`src/rtl/rv32i_pkg.sv`:
```
// ============================================================================
// Module : rv32i_pkg
// Brief  : Shared RV32I opcodes, bubble word and immediate-format helpers.
// Rev    : 1.0  initial release
// ============================================================================
`default_nettype none

package rv32i_pkg;

    localparam logic [6:0] OP_LUI    = 7'b0110111;
    localparam logic [6:0] OP_AUIPC  = 7'b0010111;
    localparam logic [6:0] OP_JAL    = 7'b1101111;
    localparam logic [6:0] OP_JALR   = 7'b1100111;
    localparam logic [6:0] OP_BRANCH = 7'b1100011;
    localparam logic [6:0] OP_LOAD   = 7'b0000011;
    localparam logic [6:0] OP_STORE  = 7'b0100011;
    localparam logic [6:0] OP_IMM    = 7'b0010011;
    localparam logic [6:0] OP_REG    = 7'b0110011;

    localparam logic [31:0] NOP_IW = 32'h00000013;

    typedef enum logic [2:0] {
        IMM_I,
        IMM_S,
        IMM_B,
        IMM_U,
        IMM_J,
        IMM_NONE
    } imm_fmt_e;

    function automatic imm_fmt_e imm_fmt_of(input logic [6:0] op);
        imm_fmt_e fmt;
        case (op)
            OP_LOAD, OP_IMM, OP_JALR: fmt = IMM_I;
            OP_STORE:                 fmt = IMM_S;
            OP_BRANCH:                fmt = IMM_B;
            OP_LUI, OP_AUIPC:         fmt = IMM_U;
            OP_JAL:                   fmt = IMM_J;
            default:                  fmt = IMM_NONE;
        endcase
        return fmt;
    endfunction

    function automatic logic [31:0] imm_gen(input logic [31:0] iw, input imm_fmt_e fmt);
        logic [31:0] imm;
        case (fmt)
            IMM_I:   imm = {{21{iw[31]}}, iw[30:20]};
            IMM_S:   imm = {{21{iw[31]}}, iw[30:25], iw[11:7]};
            IMM_B:   imm = {{20{iw[31]}}, iw[7], iw[30:25], iw[11:8], 1'b0};
            IMM_U:   imm = {iw[31:12], 12'b0};
            IMM_J:   imm = {{12{iw[31]}}, iw[19:12], iw[20], iw[30:21], 1'b0};
            default: imm = '0;
        endcase
        return imm;
    endfunction

    function automatic logic writes_rd(input logic [6:0] op);
        logic w;
        case (op)
            OP_REG, OP_IMM, OP_LOAD, OP_LUI, OP_AUIPC, OP_JAL, OP_JALR: w = 1'b1;
            default:                                                   w = 1'b0;
        endcase
        return w;
    endfunction

endpackage

`default_nettype wire

```
`src/rtl/rv32i_regFile.sv`:
```
// ============================================================================
// Module : rv32i_regFile
// Brief  : 32x32 register file, two async read ports, one sync write port.
// Rev    : 1.0  initial release
// ============================================================================
`default_nettype none

module rv32i_regFile (
    input  logic        clk,
    input  logic        reset,
    input  logic        we_i,
    input  logic [4:0]  waddr_i,
    input  logic [31:0] wdata_i,
    input  logic [4:0]  raddr1_i,
    input  logic [4:0]  raddr2_i,
    output logic [31:0] rdata1_o,
    output logic [31:0] rdata2_o
);

    logic [31:0] mem_q [32];

    // Entry 0 is only ever cleared, so x0 also reads as zero from the array.
    always_ff @(posedge clk) begin
        if (reset) begin
            for (int i = 0; i < 32; i++) begin
                mem_q[i] <= '0;
            end
        end else if (we_i && (waddr_i != 5'd0)) begin
            mem_q[waddr_i] <= wdata_i;
        end
    end

    assign rdata1_o = (raddr1_i == 5'd0) ? 32'd0 : mem_q[raddr1_i];
    assign rdata2_o = (raddr2_i == 5'd0) ? 32'd0 : mem_q[raddr2_i];

endmodule

`default_nettype wire

```
`src/rtl/rv32i_idtop.sv`:
```
// ============================================================================
// Module : rv32i_idtop
// Brief  : RV32I decode stage: regfile read + bypass, imm gen, ID/EX register.
// Rev    : 1.0  initial release
// ============================================================================
`default_nettype none

module rv32i_idtop #(
    parameter logic [31:0] NOP_IW = rv32i_pkg::NOP_IW
) (
    input  logic        clk,
    input  logic        reset,
    input  logic [31:0] iw_in,
    input  logic [31:0] pc_in,
    input  logic        stall,
    input  logic        flush,
    input  logic        wb_enable,
    input  logic [4:0]  wb_reg,
    input  logic [31:0] wb_data,
    output logic [31:0] iw_out,
    output logic [31:0] pc_out,
    output logic [4:0]  rs1_reg,
    output logic [4:0]  rs2_reg,
    output logic [4:0]  rd_reg,
    output logic [31:0] rs1_data,
    output logic [31:0] rs2_data,
    output logic [31:0] imm_out,
    output logic        wb_enable_out
);

    import rv32i_pkg::*;

    logic [4:0]  rs1_d, rs2_d, rd_d;
    logic [31:0] rf_rd1, rf_rd2;
    logic [31:0] rs1_data_d, rs2_data_d, imm_d;
    logic        wbe_d;

    logic [31:0] iw_q, pc_q, rs1_data_q, rs2_data_q, imm_q;
    logic [4:0]  rs1_q, rs2_q, rd_q;
    logic        wbe_q;

    assign rs1_d = iw_in[19:15];
    assign rs2_d = iw_in[24:20];
    assign rd_d  = iw_in[11:7];

    rv32i_regFile u_regfile (
        .clk      (clk),
        .reset    (reset),
        .we_i     (wb_enable),
        .waddr_i  (wb_reg),
        .wdata_i  (wb_data),
        .raddr1_i (rs1_d),
        .raddr2_i (rs2_d),
        .rdata1_o (rf_rd1),
        .rdata2_o (rf_rd2)
    );

    // A write landing on the same edge must reach the captured operand.
    assign rs1_data_d = (wb_enable && (wb_reg == rs1_d) && (rs1_d != 5'd0)) ? wb_data : rf_rd1;
    assign rs2_data_d = (wb_enable && (wb_reg == rs2_d) && (rs2_d != 5'd0)) ? wb_data : rf_rd2;

    assign imm_d = imm_gen(iw_in, imm_fmt_of(iw_in[6:0]));
    assign wbe_d = writes_rd(iw_in[6:0]) && (rd_d != 5'd0);

    always_ff @(posedge clk) begin
        if (reset || flush) begin
            iw_q       <= NOP_IW;
            pc_q       <= '0;
            rs1_q      <= '0;
            rs2_q      <= '0;
            rd_q       <= '0;
            rs1_data_q <= '0;
            rs2_data_q <= '0;
            imm_q      <= '0;
            wbe_q      <= 1'b0;
        end else if (!stall) begin
            iw_q       <= iw_in;
            pc_q       <= pc_in;
            rs1_q      <= rs1_d;
            rs2_q      <= rs2_d;
            rd_q       <= rd_d;
            rs1_data_q <= rs1_data_d;
            rs2_data_q <= rs2_data_d;
            imm_q      <= imm_d;
            wbe_q      <= wbe_d;
        end
    end

    assign iw_out        = iw_q;
    assign pc_out        = pc_q;
    assign rs1_reg       = rs1_q;
    assign rs2_reg       = rs2_q;
    assign rd_reg        = rd_q;
    assign rs1_data      = rs1_data_q;
    assign rs2_data      = rs2_data_q;
    assign imm_out       = imm_q;
    assign wb_enable_out = wbe_q;

endmodule

`default_nettype wire

```
`config.mk`:
```
export PLATFORM = sky130hd
export DESIGN_NAME = rv32i_idtop
export DESIGN_NICKNAME = d
export VERILOG_FILES = /design/src/rtl/rv32i_pkg.sv /design/src/rtl/rv32i_regFile.sv /design/src/rtl/rv32i_idtop.sv
export SDC_FILE = /design/constraint.sdc
export NUM_CORES = 2
export LEC_CHECK = 0
export BUFFER_PORTS_ARGS = -buffer_cell sky130_fd_sc_hd__buf_2
export CORE_MARGIN = 8
export CORE_UTILIZATION = 55
export DETAILED_ROUTE_END_ITERATION = 10
export GPL_ROUTABILITY_DRIVEN = 0
export HOLD_SLACK_MARGIN = 0.15
export PLACE_DENSITY = 0.73
export SYNTH_ARGS = -nofsm -noshare
export SYNTH_HDL_FRONTEND = slang
export SYNTH_SLANG_ARGS = --single-unit
```
`constraint.sdc`:
```
create_clock -name clk -period 3.3 [get_ports clk]
set_clock_uncertainty 0.2 [all_clocks]
set_input_delay 0 -clock clk [delete_from_list [all_inputs] [get_ports clk]]
set_output_delay 0 -clock clk [all_outputs]
set_load 0.1 [all_outputs]
```
# Word level (Yosys, flattened, before mapping)
# Memories as Yosys holds them, arrays and structs flattened.
# Index checks and enable logic that the tools add are counted.
# totals
register_bits,176
latchBits,0
mem_bits_rw,1024
rom_bits,0
inputBits,106
memories,1
# op_classes
add_sub_neg,0
mul,0
div_mod_pow,0
magnitude_cmp,0
eq_ne,15
shifts,0
muxes,15
bitwise,0
n_reduce_logical,18
# memory_table
memory,words,word_bits,rd,rd_ports_with_merged_regs,wr,line,source
u_regfile.mem_q,32,32,2,0,32,rv32i_regFile.sv:20,logic [31:0] mem_q [32];
# op_table
operator,n
32-bit 2-to-1 mux,5
32-bit one-hot mux with 5 select lines,1
32-bit OR reduction,1
"7-bit by 6-bit equality test with 1-bit output, second input constant",3
"7-bit equality test, second input constant",3
5-bit nonzero test,4
3-bit one-hot mux with 5 select lines,1
"7-bit by 5-bit equality test with 1-bit output, second input constant",2
5-bit equality test,2
5-bit zero test,2
"7-bit by 2-bit equality test with 1-bit output, second input constant",1
1-bit 2-to-1 mux,7
7-bit OR reduction,1
"3-bit by 2-bit equality test with 1-bit output, second input constant",2
1-bit logical AND,6
5-bit 2-to-1 mux,1
"3-bit by 1-bit equality test with 1-bit output, second input constant",1
"3-bit equality test, second input constant",1
3-bit zero test,1
3-bit OR reduction,1
2-bit OR reduction,1
1-bit logical OR,1

# Logic depth before layout (Yosys ltp)
# logic_depth
word_depth,7
depth_mapped,10
ltp_nobuf,5

# By module
# From an unflattened synthesis, not the netlist that was laid out.
# hier_totals
cells_unflattened,4273
hier_area_um2,60909.7
# by_module_without_submodules
module,instances,cells_each,area_each_um2,seq_area_each_um2
rv32i_regFile,1,3502,54253.3,30749.5
rv32i_idtop,1,771,6656.4,3223.1

# Worst setup path after synthesis
# OpenSTA, ideal clock, no wires.
# synth_timing
path_kind,register -> register
startpoint,memory u_regfile.mem_q[3][10]
endpoint,"register rs1_data_q[10], in the netlist rs1_data[10]"
setup_ps,122
arrival_ps,1739
required_time_ps,2978
setup_slack_ps,1239
path_stages_with_launch,6
n_path_buf,0
period_less_slack_ps,2061
path_cell_list,edfxtp_1 -> mux4_2 -> nor2b_1 -> a211o_1 -> a32o_1 -> o311a_1
# synth_rtl
element,line,source
"start, declared",rv32i_regFile.sv:20,
"end signal, assigned",rv32i_idtop.sv:82,rs1_data_q <= rs1_data_d;
"end, declared",rv32i_idtop.sv:38,"logic [31:0] iw_q, pc_q, rs1_data_q, rs2_data_q, imm_q;"

# Worst setup path in the final report
# layout_timing
startpoint,input port iw_in[19]
endpoint,"register rs1_data_q[30], in the netlist rs1_data[30]"
# layout_between
elab_chain_cells,4
elab_cells_between_ends,8
# layout_rtl
element,line,source
"start, declared",rv32i_idtop.sv:13,"input logic [31:0] iw_in,"
"parallel branches: the longest is 3 deep, another holds memory 32 x 32 bit",n/a,
32-bit 2-to-1 mux *,rv32i_idtop.sv:59,assign rs1_data_d = (wb_enable && (wb_reg == rs1_d) && (rs1_d != 5'd0)) ? wb_data : rf_rd1;
# Mark *: on every way between the ends.
# A chain may end at the register's enable or synchronous reset.

==> flow_summary.toml <==
[die]
initial_core_util_pct = 55.3
core_um2 = 110000
fp.dieArea_um2 = 122000
rows = 122
die_width_um = 349
io-pin-count = 282
die_height_um = 349

[outcome]
status = "completed"

[clock_tree]
clockBufferDepth = 3
clk_transition_reported_paths_ps = 60
clock_latency_ps = 750
cts_sinks = 1185
cts_tree = "done"
numCtsBuffers = 130
cts_root_buf = "clkbuf_16"
h-tree-depth = 4

[route]
wl_per_cell_um = 33.3
routed-wl-met3_um = 29600
dr_total_vias = 43400
drc_errors = 0
route.final.wire_length_um = 211000
met2_length_um = 94100
first_iter_violations = 6435
wl_met1_um = 74100
viasPerCell = 6.85
dr.max_layer_used = "met5"
dr.pass1.iters = 6
drtAntennaViolNets = 0

[cells_and_area]
final_cell_mix = "1024 x edfxtp_1, 996 x and2_1, 445 x mux4_2"
drive_above_1_share_pct = 25.0
layout_commonest_cell = "edfxtp_1"
final_cells = 6331
final_area_um2 = 71200
area_growth_syn_to_layout_pct = 16.9
final_net_count = 4849

[critical_path]
crit_fanout = 32
reg2regPathDepth = 6
cpMostUsedCell = "dlygate4sd3_1"
reg2reg_slack_ps = 450
r2r_end = "rs2_data[30]"
critical_path.slowest_cell = "dlygate4sd3_1"
path_cells = "dlygate4sd3_1, buf_2, dlygate4sd3_1, buf_4, nor4_4, and4b_1, buf_12, a21oi_2, dlygate4sd3_1, a31oi_1, dlygate4sd3_1"
crit_end = "rs1_data[30]"
start_kind = "input pin"
cp.required_ps = 3730
r2r_start = "u_regfile.mem_q[8][30]"
arrival_ps = 3660
cp-startpoint = "iw_in[19]"
max_stage_delay_ps = 590
end_kind = "flop"
criticalPathCategory = "input pin to flop"

[placed_design]
pre_cts_ws_ps = 539
dp.cells = 5821
hpwlAfterDp_um = 125000
place_area_um2 = 64500
port_buffers = 281

[synth]
async_reset_ff_share_pct = 0
netlist_area_um2 = 60900
synth_xor_xnor_area_share_pct = 0.144
synth_seq_cells = 1185
synth_top_area_cell = "edfxtp_1"
synth-compound-area-share_pct = 6.26
synth_top_family_by_area = "multiplexers"
yosys.area_share.simple_pct = 13.1
synth_adder_area_share_pct = 0
yosysSeqAreaShare_pct = 55.8
ys_types = 67
ys_top_cells_by_area = "edfxtp_1 50%, mux4_2 16%, and2_1 10%"
synth_edf_count = 1024
yosysTopAreaCellShare_pct = 50.5
synth_cells = 4280
ys.flop_type = "edfxtp_1"
post_synth.cell_area_avg_um2 = 14.2
ys_warn_count = 0
muxShareOfSynthArea_pct = 21.0

[sta]
finalHoldViolations = 0
tns_ps = 0
setup_violations = 0
setup_slack_ps = 63.9
rsz0062_at_grt = "no"
relSlewSlack_pct = 21.6
slew_viol_final = 0
max_slew.worst_pin.slew_ps = 1180
fmax_mhz = 309
fin_crit_ps = 3240
fin_crit_sh_pct = 98.1

[grt]
grt_usage_pct = 34.0
grt_max_degree = 99
grt_pass1_vias = 43300
grt-ovfl-total = 0
antenna_found_initial = 8
grt_first_pass_wirelength_um = 301000

[power_and_ir_drop]
pwr_density_cell_nw_per_um2 = 507
vdd_ir_drop_max_mv = 0.462
p_leak_nw = 26.2

[hold_path]
min-delay-start = "iw_in[24]"
min_path_type = "input pin to flop"

[flow_run]
maxCapViolations = 0
-- final cells by class --
cell class | count | area [um^2]
diodes | 1 | 2.50
clock buffers | 183 | 3670
clock inverters | 48 | 229
fillers | 7795 | 39000
inverters | 5 | 18.8
multi-input cells | 2653 | 25000
flip-flops and latches | 1185 | 34000
well taps | 1488 | 1860
repair buffers | 768 | 6470
-- kinds of logic after synthesis --
family	Yosys count
xor+xnor	10
flops	1185
other cells	1
compound gates	543
simple gates	1348
mux	720
buf+inv	473
-- per-layer routing --
layer  global-route usage [%]  vias up
met5                        0        -
met4                     18.6        4
met3                     9.83      720
met2                     51.7     3717
met1                     44.1    21700
li1                         -    17200
-- how the worst min path moves through the flow --
stage | slack, ps | cells past startpoint | end
detailed placement | 40 | 3 | pc_out[25]
global route | 160 | 4 | iw_out[24]
finish | 210 | 4 | iw_out[24]
global placement | 30 | 3 | pc_out[17]
floorplan | -70 | 2 | iw_out[0]
CTS | 150 | 4 | iw_out[24]
-- worst max-delay path, delay by kind of cell --
family,cells,cell delay (ps)
buffers and inverters,7,2880
AOI/OAI and AO/OA,2,250
and+or+nand+nor,2,510
-- synthesized netlist by cell type, types with 49 or more instances --
master       n
nor2_1     118
and2_1     997
edfxtp_1  1024
dfxtp_1    161
buf_4       61
o21ai_0     49
buf_2       54
mux2i_1    249
a22oi_1     61
o22ai_1     77
nand2_1     65
a21oi_1    120
clkbuf_1   311
mux4_2     445
-- sequential cells by signal, indices dropped and copies added, names as in the netlist --
register,flops
u_regfile.mem_q,1024
imm_out,32
iw_out,32
pc_out,32
rs1_data,32
rs2_data,32
wb_enable_out,1
-- report_power, final --
| group | internal (mW) | switching (mW) | leakage [nW] | total, mW |
|---|---|---|---|---|
| Combinational | 1.97 | 2.96 | 13.2 | 4.93 |
| Clock | 7.74 | 5.93 | 1.90 | 13.7 |
| Sequential | 17.0 | 0.465 | 11.1 | 17.5 |
| Total | 26.7 | 9.36 | 26.2 | 36.1 |
-- repair_timing --
item	in CTS	in global routing
resized for setup	0	3
setup buffers	0	0
hold endpoints to repair	1539	0
hold buffers	278	0
endpoints found under the setup margin	0	21
-- stage by stage --
step                util (%)  total power [mW]  hold WS, ps
floorplan                  -              20.6        -74.9
global placement        58.5              22.2         34.6
detailed placement      58.5              22.3         40.6
CTS                     64.6              36.0          151
global route            64.6              36.9          164
finish                  64.6              36.1          211
No activity file was read; power rests on OpenSTA's default activity.
